<file path="config.mk">
export PLATFORM = sky130hd
export DESIGN_NAME = mem_bus_arbiter
export DESIGN_NICKNAME = d
export VERILOG_FILES = /design/src/rtl/mips_bus_pkg.sv /design/src/rtl/mem_bus_arbiter.sv
export SDC_FILE = /design/constraint.sdc
export NUM_CORES = 1
export LEC_CHECK = 0
export ABC_CLOCK_PERIOD_IN_PS = 2100
export CORE_MARGIN = 2
export CORE_UTILIZATION = 40
export CTS_BUF_LIST = sky130_fd_sc_hd__clkbuf_16
export DETAILED_ROUTE_END_ITERATION = 7
export GPL_TIMING_DRIVEN = 0
export PLACE_DENSITY = 0.85
export SLEW_MARGIN = 20
export SYNTH_ARGS = -nofsm -noshare
export SYNTH_HDL_FRONTEND = slang
export SYNTH_SLANG_ARGS = --single-unit
</file>
<file path="constraint.sdc">
create_clock -name clk -period 2.1 [get_ports clk]
set_input_delay 0.525 -clock clk [delete_from_list [all_inputs] [get_ports clk]]
set_output_delay 0.525 -clock clk [all_outputs]
set_load 0.005 [all_outputs]
</file>
<file path="src/rtl/mips_bus_pkg.sv">
// Shared types for the MIPS CPU bus arbiter: FSM states, grant owner, byte-enable constants.
// Latency: n/a (types and a pure combinational helper).
// Backpressure: n/a.
package mips_bus_pkg;

   typedef enum logic [1:0] {IDLE, REQ, RESP} arb_state_t;
   typedef enum logic {GRANT_FETCH, GRANT_DATA} grant_t;

   localparam logic [3:0]  BE_WORD   = 4'hF;
   // Clears the byte-offset bits so the bus only ever sees word addresses.
   localparam logic [31:0] WORD_MASK = 32'hFFFF_FFFC;

   // Single requester wins outright; on a conflict the side that did not
   // win last time gets the bus, giving strict alternation under load.
   function automatic grant_t next_grant(input logic   f_req,
                                         input logic   d_req,
                                         input grant_t last);
      grant_t g;
      g = GRANT_FETCH;
      if (f_req && d_req) begin
         if (last == GRANT_FETCH) g = GRANT_DATA;
         else                     g = GRANT_FETCH;
      end else if (d_req) begin
         g = GRANT_DATA;
      end
      return g;
   endfunction

endpackage

</file>
<file path="src/rtl/mem_bus_arbiter.sv">
// Arbitrates the CPU's fetch and data requesters onto one Avalon-MM master port.
// Latency: req -> strobes next cycle -> ack + rdata the cycle after acceptance (2 cycles min, +1 per waitrequest).
// Backpressure: waitrequest holds the latched transfer in REQ with all bus outputs frozen; requesters hold *_req until ack.
//
// Ports: clk/reset (async active-low); fetch side f_req/f_addr -> f_ack/f_rdata;
// data side d_req/d_we/d_addr/d_be/d_wdata -> d_ack/d_rdata; busy; Avalon master
// address/read/write/writedata/byteenable out, waitrequest/readdata in.
module mem_bus_arbiter
   import mips_bus_pkg::*;
#(
   parameter logic RESET_LAST_GRANT = 1'b1
) (
   input  logic        clk,
   input  logic        reset,
   input  logic        f_req,
   input  logic [31:0] f_addr,
   output logic        f_ack,
   output logic [31:0] f_rdata,
   input  logic        d_req,
   input  logic        d_we,
   input  logic [31:0] d_addr,
   input  logic [3:0]  d_be,
   input  logic [31:0] d_wdata,
   output logic        d_ack,
   output logic [31:0] d_rdata,
   output logic        busy,
   output logic [31:0] address,
   output logic        read,
   output logic        write,
   input  logic        waitrequest,
   output logic [31:0] writedata,
   output logic [3:0]  byteenable,
   input  logic [31:0] readdata
);

   arb_state_t  state_q;
   grant_t      last_q;
   grant_t      owner_q;
   grant_t      grant_d;
   logic        we_q;
   logic [31:0] address_q;
   logic [31:0] writedata_q;
   logic [3:0]  byteenable_q;
   logic        read_q;
   logic        write_q;
   logic        f_ack_q;
   logic        d_ack_q;
   logic [31:0] f_rdata_q;
   logic [31:0] d_rdata_q;

   assign grant_d = next_grant(f_req, d_req, last_q);

   always_ff @(posedge clk or negedge reset) begin
      if (!reset) begin
         state_q      <= IDLE;
         last_q       <= grant_t'(RESET_LAST_GRANT);
         owner_q      <= GRANT_FETCH;
         we_q         <= 1'b0;
         address_q    <= '0;
         writedata_q  <= '0;
         byteenable_q <= '0;
         read_q       <= 1'b0;
         write_q      <= 1'b0;
         f_ack_q      <= 1'b0;
         d_ack_q      <= 1'b0;
         f_rdata_q    <= '0;
         d_rdata_q    <= '0;
      end else begin
         f_ack_q <= 1'b0;
         d_ack_q <= 1'b0;
         case (state_q)
            IDLE: begin
               if (f_req || d_req) begin
                  last_q  <= grant_d;
                  owner_q <= grant_d;
                  state_q <= REQ;
                  if (grant_d == GRANT_FETCH) begin
                     // Fetch is always a full-word read; writedata keeps its last value.
                     address_q    <= f_addr & WORD_MASK;
                     byteenable_q <= BE_WORD;
                     we_q         <= 1'b0;
                     read_q       <= 1'b1;
                     write_q      <= 1'b0;
                  end else begin
                     address_q    <= d_addr & WORD_MASK;
                     byteenable_q <= d_be;
                     writedata_q  <= d_wdata;
                     we_q         <= d_we;
                     read_q       <= ~d_we;
                     write_q      <= d_we;
                  end
               end
            end
            REQ: begin
               if (!waitrequest) begin
                  read_q  <= 1'b0;
                  write_q <= 1'b0;
                  state_q <= RESP;
                  if (owner_q == GRANT_FETCH) f_ack_q <= 1'b1;
                  else                        d_ack_q <= 1'b1;
               end
            end
            RESP: begin
               // readdata is valid in this cycle; keep it for the hold period.
               if (owner_q == GRANT_FETCH) f_rdata_q <= readdata;
               else if (!we_q)             d_rdata_q <= readdata;
               state_q <= IDLE;
            end
            default: state_q <= IDLE;
         endcase
      end
   end

   // During the ack cycle readdata is passed straight through so the word is
   // valid together with the ack; afterwards the captured copy holds it.
   assign f_rdata    = f_ack_q ? readdata : f_rdata_q;
   assign d_rdata    = (d_ack_q && !we_q) ? readdata : d_rdata_q;
   assign f_ack      = f_ack_q;
   assign d_ack      = d_ack_q;
   assign busy       = (state_q != IDLE);
   assign address    = address_q;
   assign read       = read_q;
   assign write      = write_q;
   assign writedata  = writedata_q;
   assign byteenable = byteenable_q;

endmodule

</file>
==> summary.md <==
The run gives 1,099 as the fill cell instance count of the final layout. After detailed routing, the average wire length per cell comes to 17.3 microns. The number of global-route vias before repair is 5,356, and the fraction of registers with async set or reset after synthesis is 100%. The first routing iteration left 197 violations. The run finished, with violations left. The count of nets left with antenna violations once routing finished came out at 0.

The worst hold-check path type is input pin to asynchronous set/reset pin. The total count of hold-check failures in the final report was 0. Among all flip-flop cells after synthesis, the most frequent one is sky130_fd_sc_hd__dfrtp_1. Dominant cell by count in the synthesized netlist: sky130_fd_sc_hd__mux2_2. Endpoint class of the critical path: an output port. TritonCTS built the clock tree.

The fraction of final layout cells sized beyond drive strength 1 is 37.1%, and the half-perimeter wire length after placement is 12,100 microns. The analysis attributes to cell leakage a power of 4.39 nW. Setup repair after global routing could not meet its margin everywhere. After the last flow step, the layout net total stands at 931. The die covers 0.0167 sq mm. Average cell area after synthesis: 12.9 sq um. The internal portion of the total power is 10.4 mW. Of the total power, the share spent switching nets is 29.9%. The die is 129 microns wide. The height of the chip is 129 microns. Counting flops with a built-in enable in the synthesized netlist gives 0. Row generation in the floorplan step produced 45 rows. The run gives 0.00626 sq mm as the area of the mapped netlist.

The tools report the clock tree root driver cell as sky130_fd_sc_hd__clkbuf_16. The leftover overflow at the end of global routing was 0; the core box area was 0.0153 sq mm. The transition at the pin with the smallest max-transition slack works out to 514 ps. The post-synthesis register bit count is 139. The final reports fail on setup timing.

The tools report the required time at the worst-slack endpoint as 1570 ps. Summing the sequential cell areas from Yosys gives 55.6% of the chip area. The run gives 41.0% as the initial standard-cell utilization of the core.

The count of pins on the block boundary was 275; the clock slew at the register clock pins of the worst setup and hold paths was 60 ps. In the routed design, unresolved DRC markers number 0. The upper clock frequency limit was 469 MHz; the area added between synthesis and finish was 61.9%. In the routed layout, each cell is associated on average with a via count of 4.95. The longest clock path from root to sink contains 2 buffers. Global routing consumed, over all layers together, 21.6% of the routing resources. The count of mapped cells out of synthesis is 486, and the final weighted congestion of routability-driven global placement is 0.849.

The first detailed-routing pass took 4 iterations. Setup violations remaining at the end of the flow were counted as 29. Sequential share of power: 31.9%.

The max-slew violation count was 0; the shortest clock period the worst path allows after layout was 2130 ps. Across the VDD grid, the largest voltage drop is 0.668 mV. The setup TNS after final layout was -492 ps; the number of diodes added for antenna fixing was 0. The largest net degree at the start of global routing came out at 85.

The number of antenna violations at the first check in global routing came out at 0. Across the run, the number of max-cap violations was 0. Prior to clock tree synthesis, the placed netlist has a worst setup slack of -286 ps.

In this run the critical register-to-register path is launched from state_q[0]$_DFFE_PN0P_. The final cycle utilization of the critical path came out at 101%. The number of clock buffers inserted by TritonCTS was 17. The first global-routing pass estimated 27,700 microns of wire. CTS built an H-tree with a depth of 4. The routed wire length came out at 17,600 microns. The most critical setup path has its startpoint at we_q$_DFFE_PN0P_. Synthesis instantiated 28 different standard cells from the library. By count the netlist is led by sky130_fd_sc_hd__mux2_2, sky130_fd_sc_hd__dfrtp_1, sky130_fd_sc_hd__nand2_1, sky130_fd_sc_hd__a21oi_1, sky130_fd_sc_hd__a31oi_1. Combinational share of power: 47.1%.

For this design the total switching power over the nets is 4.43 mW. Of all nets on the critical path, the largest fanout is 7. The logs give 10.6 ps for the worst clock skew on the final layout and 0 for the number of buffers inserted for hold repair after clock tree synthesis.

Input and output buffers added on the ports amount to 268. STA classifies the critical path startpoint as a flip-flop. The logs give 65.4% for the relative slew slack and -30.9 ps for the setup slack of the critical path after layout. For this design the ratio of total power to cell area is 1460 mW/mm^2. The part of the power in the clock network is 21.0%.

The tools report the arrival time of data at the critical path endpoint as 1610 ps. At the later pin of the worst-skew pair, clock insertion delay measures 420 ps. The category of the most critical setup path was flip-flop to output port. The tools report the detailed-route via count as 5,038. Yosys attributes the largest share of cell area to sky130_fd_sc_hd__dfrtp_1, sky130_fd_sc_hd__mux2_2, sky130_fd_sc_hd__nand2_1. The fraction of synthesized cell area taken by the top area cell type came out at 55.2%. Post-synthesis cell type with the largest combined area: sky130_fd_sc_hd__dfrtp_1.

For this run, the number of Yosys warnings is 0. The number of sinks on the clock net was 139.
-- layer usage --
metal	share of wire (%)	GRT usage, %	vias to the layer above
met5	0	0	-
met4	2.9	9.34	0
met3	8.1	7.93	37
met2	50	36.6	209
met1	39	24.5	2448
li1	-	-	2344
-- what timing repair did --
item / 4_1_cts / 5_1_grt
pin swaps: 2 / 0
setup buffers: 22 / 2
cloned: 4 / 1
endpoints found under the hold margin: 0 / 0
resized for setup: 297 / 54
setup endpoints to repair: 65 / 62
-- cells by family after synthesis --
group / count (synthesis) / share of synthesized area (%)
AOI/OAI and AO/OA: 73 / 7.06
other: 1 / 0.0599
muxes: 160 / 28.8
DFF: 139 / 55.6
buffers and inverters: 41 / 3.44
and+or+nand+nor: 72 / 5.08
-- power groups by stage --
stage	logic, mW	registers (mW)	clock network (mW)
6_report	6.98	4.73	3.11
5_1_grt	7.49	4.91	3.28
4_1_cts	6.68	4.70	3.17
3_5_place_dp	6.63	4.74	0
3_3_place_gp	6.55	4.67	0
2_1_floorplan	2.88	4.67	0
-- stage by stage --
| stage | util [%] | std cells | hold WS (ps) | area, sq um | power, mW |
|---|---|---|---|---|---|
| after floorplan | - | 487 | 229 | 6260 | 7.56 |
| after global placement | 60.4 | 966 | 462 | 9210 | 11.2 |
| after detailed placement | 60.6 | 967 | 468 | 9240 | 11.4 |
| after CTS | 66.1 | 1024 | 27.3 | 10100 | 14.6 |
| after global routing | 66.4 | 1017 | 39.7 | 10100 | 15.7 |
| final | 66.4 | 1017 | 22.0 | 10100 | 14.8 |
-- area by class of cell --
cell class / count / area, sq um / share of cell area (%)
sequential: 139 / 3480 / 34.4
timing repair buffer: 292 / 2870 / 28.3
multi-input combinational: 307 / 2680 / 26.4
clock buffer: 17 / 425 / 4.20
tap: 211 / 264 / 2.60
buffer: 31 / 208 / 2.05
clock inverter: 15 / 189 / 1.86
inverter: 5 / 18.8 / 0.185
-- flip-flops by register name, indices dropped and copies added (netlist names) --
| register | flops |
|---|---|
| state_q | 2 |
| f_rdata_q | 32 |
| write | 1 |
| last_q | 1 |
| writedata | 32 |
| d_ack | 1 |
| byteenable | 4 |
| d_rdata_q | 32 |
| owner_q | 1 |
| f_ack | 1 |
| address | 30 |
| read | 1 |
| we_q | 1 |
-- worst max-delay path: stages (launching register included) --
cell and delay (ps):
sky130_fd_sc_hd__dfrtp_1 400, sky130_fd_sc_hd__inv_2 120, sky130_fd_sc_hd__nand2_8 100, sky130_fd_sc_hd__buf_8 150, sky130_fd_sc_hd__mux2_4 300, sky130_fd_sc_hd__buf_6 120
-- path summary, 6_finish.rpt --
path	to	slack [ps]	depth (start not counted)
worst max-delay path	d_rdata[30]	-30	5
worst min-delay path	d_rdata_q[2]$_DFFE_PN0P_	20	1
worst max register to register	d_rdata_q[11]$_DFFE_PN0P_	300	4
worst min register to register	f_rdata_q[29]$_DFFE_PN0P_	490	1
max in group asynchronous	f_rdata_q[28]$_DFFE_PN0P_	1300	2
min in group clk	f_rdata_q[29]$_DFFE_PN0P_	490	1
-- cell usage in the layout, fill, tap and decap left out, types with 3 or more instances in the layout --
cell	instances
sky130_fd_sc_hd__and2_1	3
sky130_fd_sc_hd__clkdlybuf4s50_1	201
sky130_fd_sc_hd__buf_8	4
sky130_fd_sc_hd__o22a_1	4
sky130_fd_sc_hd__mux2_2	124
sky130_fd_sc_hd__clkbuf_1	13
sky130_fd_sc_hd__buf_12	4
sky130_fd_sc_hd__buf_2	29
sky130_fd_sc_hd__o21ai_0	3
sky130_fd_sc_hd__clkinvlp_4	4
sky130_fd_sc_hd__bufinv_16	3
sky130_fd_sc_hd__nand2_1	62
sky130_fd_sc_hd__dlygate4sd2_1	3
sky130_fd_sc_hd__clkbuf_2	6
sky130_fd_sc_hd__dfrtp_1	136
sky130_fd_sc_hd__buf_4	16
sky130_fd_sc_hd__a21oi_1	31
sky130_fd_sc_hd__clkbuf_16	18
sky130_fd_sc_hd__inv_6	4
sky130_fd_sc_hd__inv_1	3
sky130_fd_sc_hd__mux2_1	11
sky130_fd_sc_hd__a31oi_1	30
sky130_fd_sc_hd__buf_6	43
sky130_fd_sc_hd__mux2_4	25
Power figures use the tool's default switching activity.
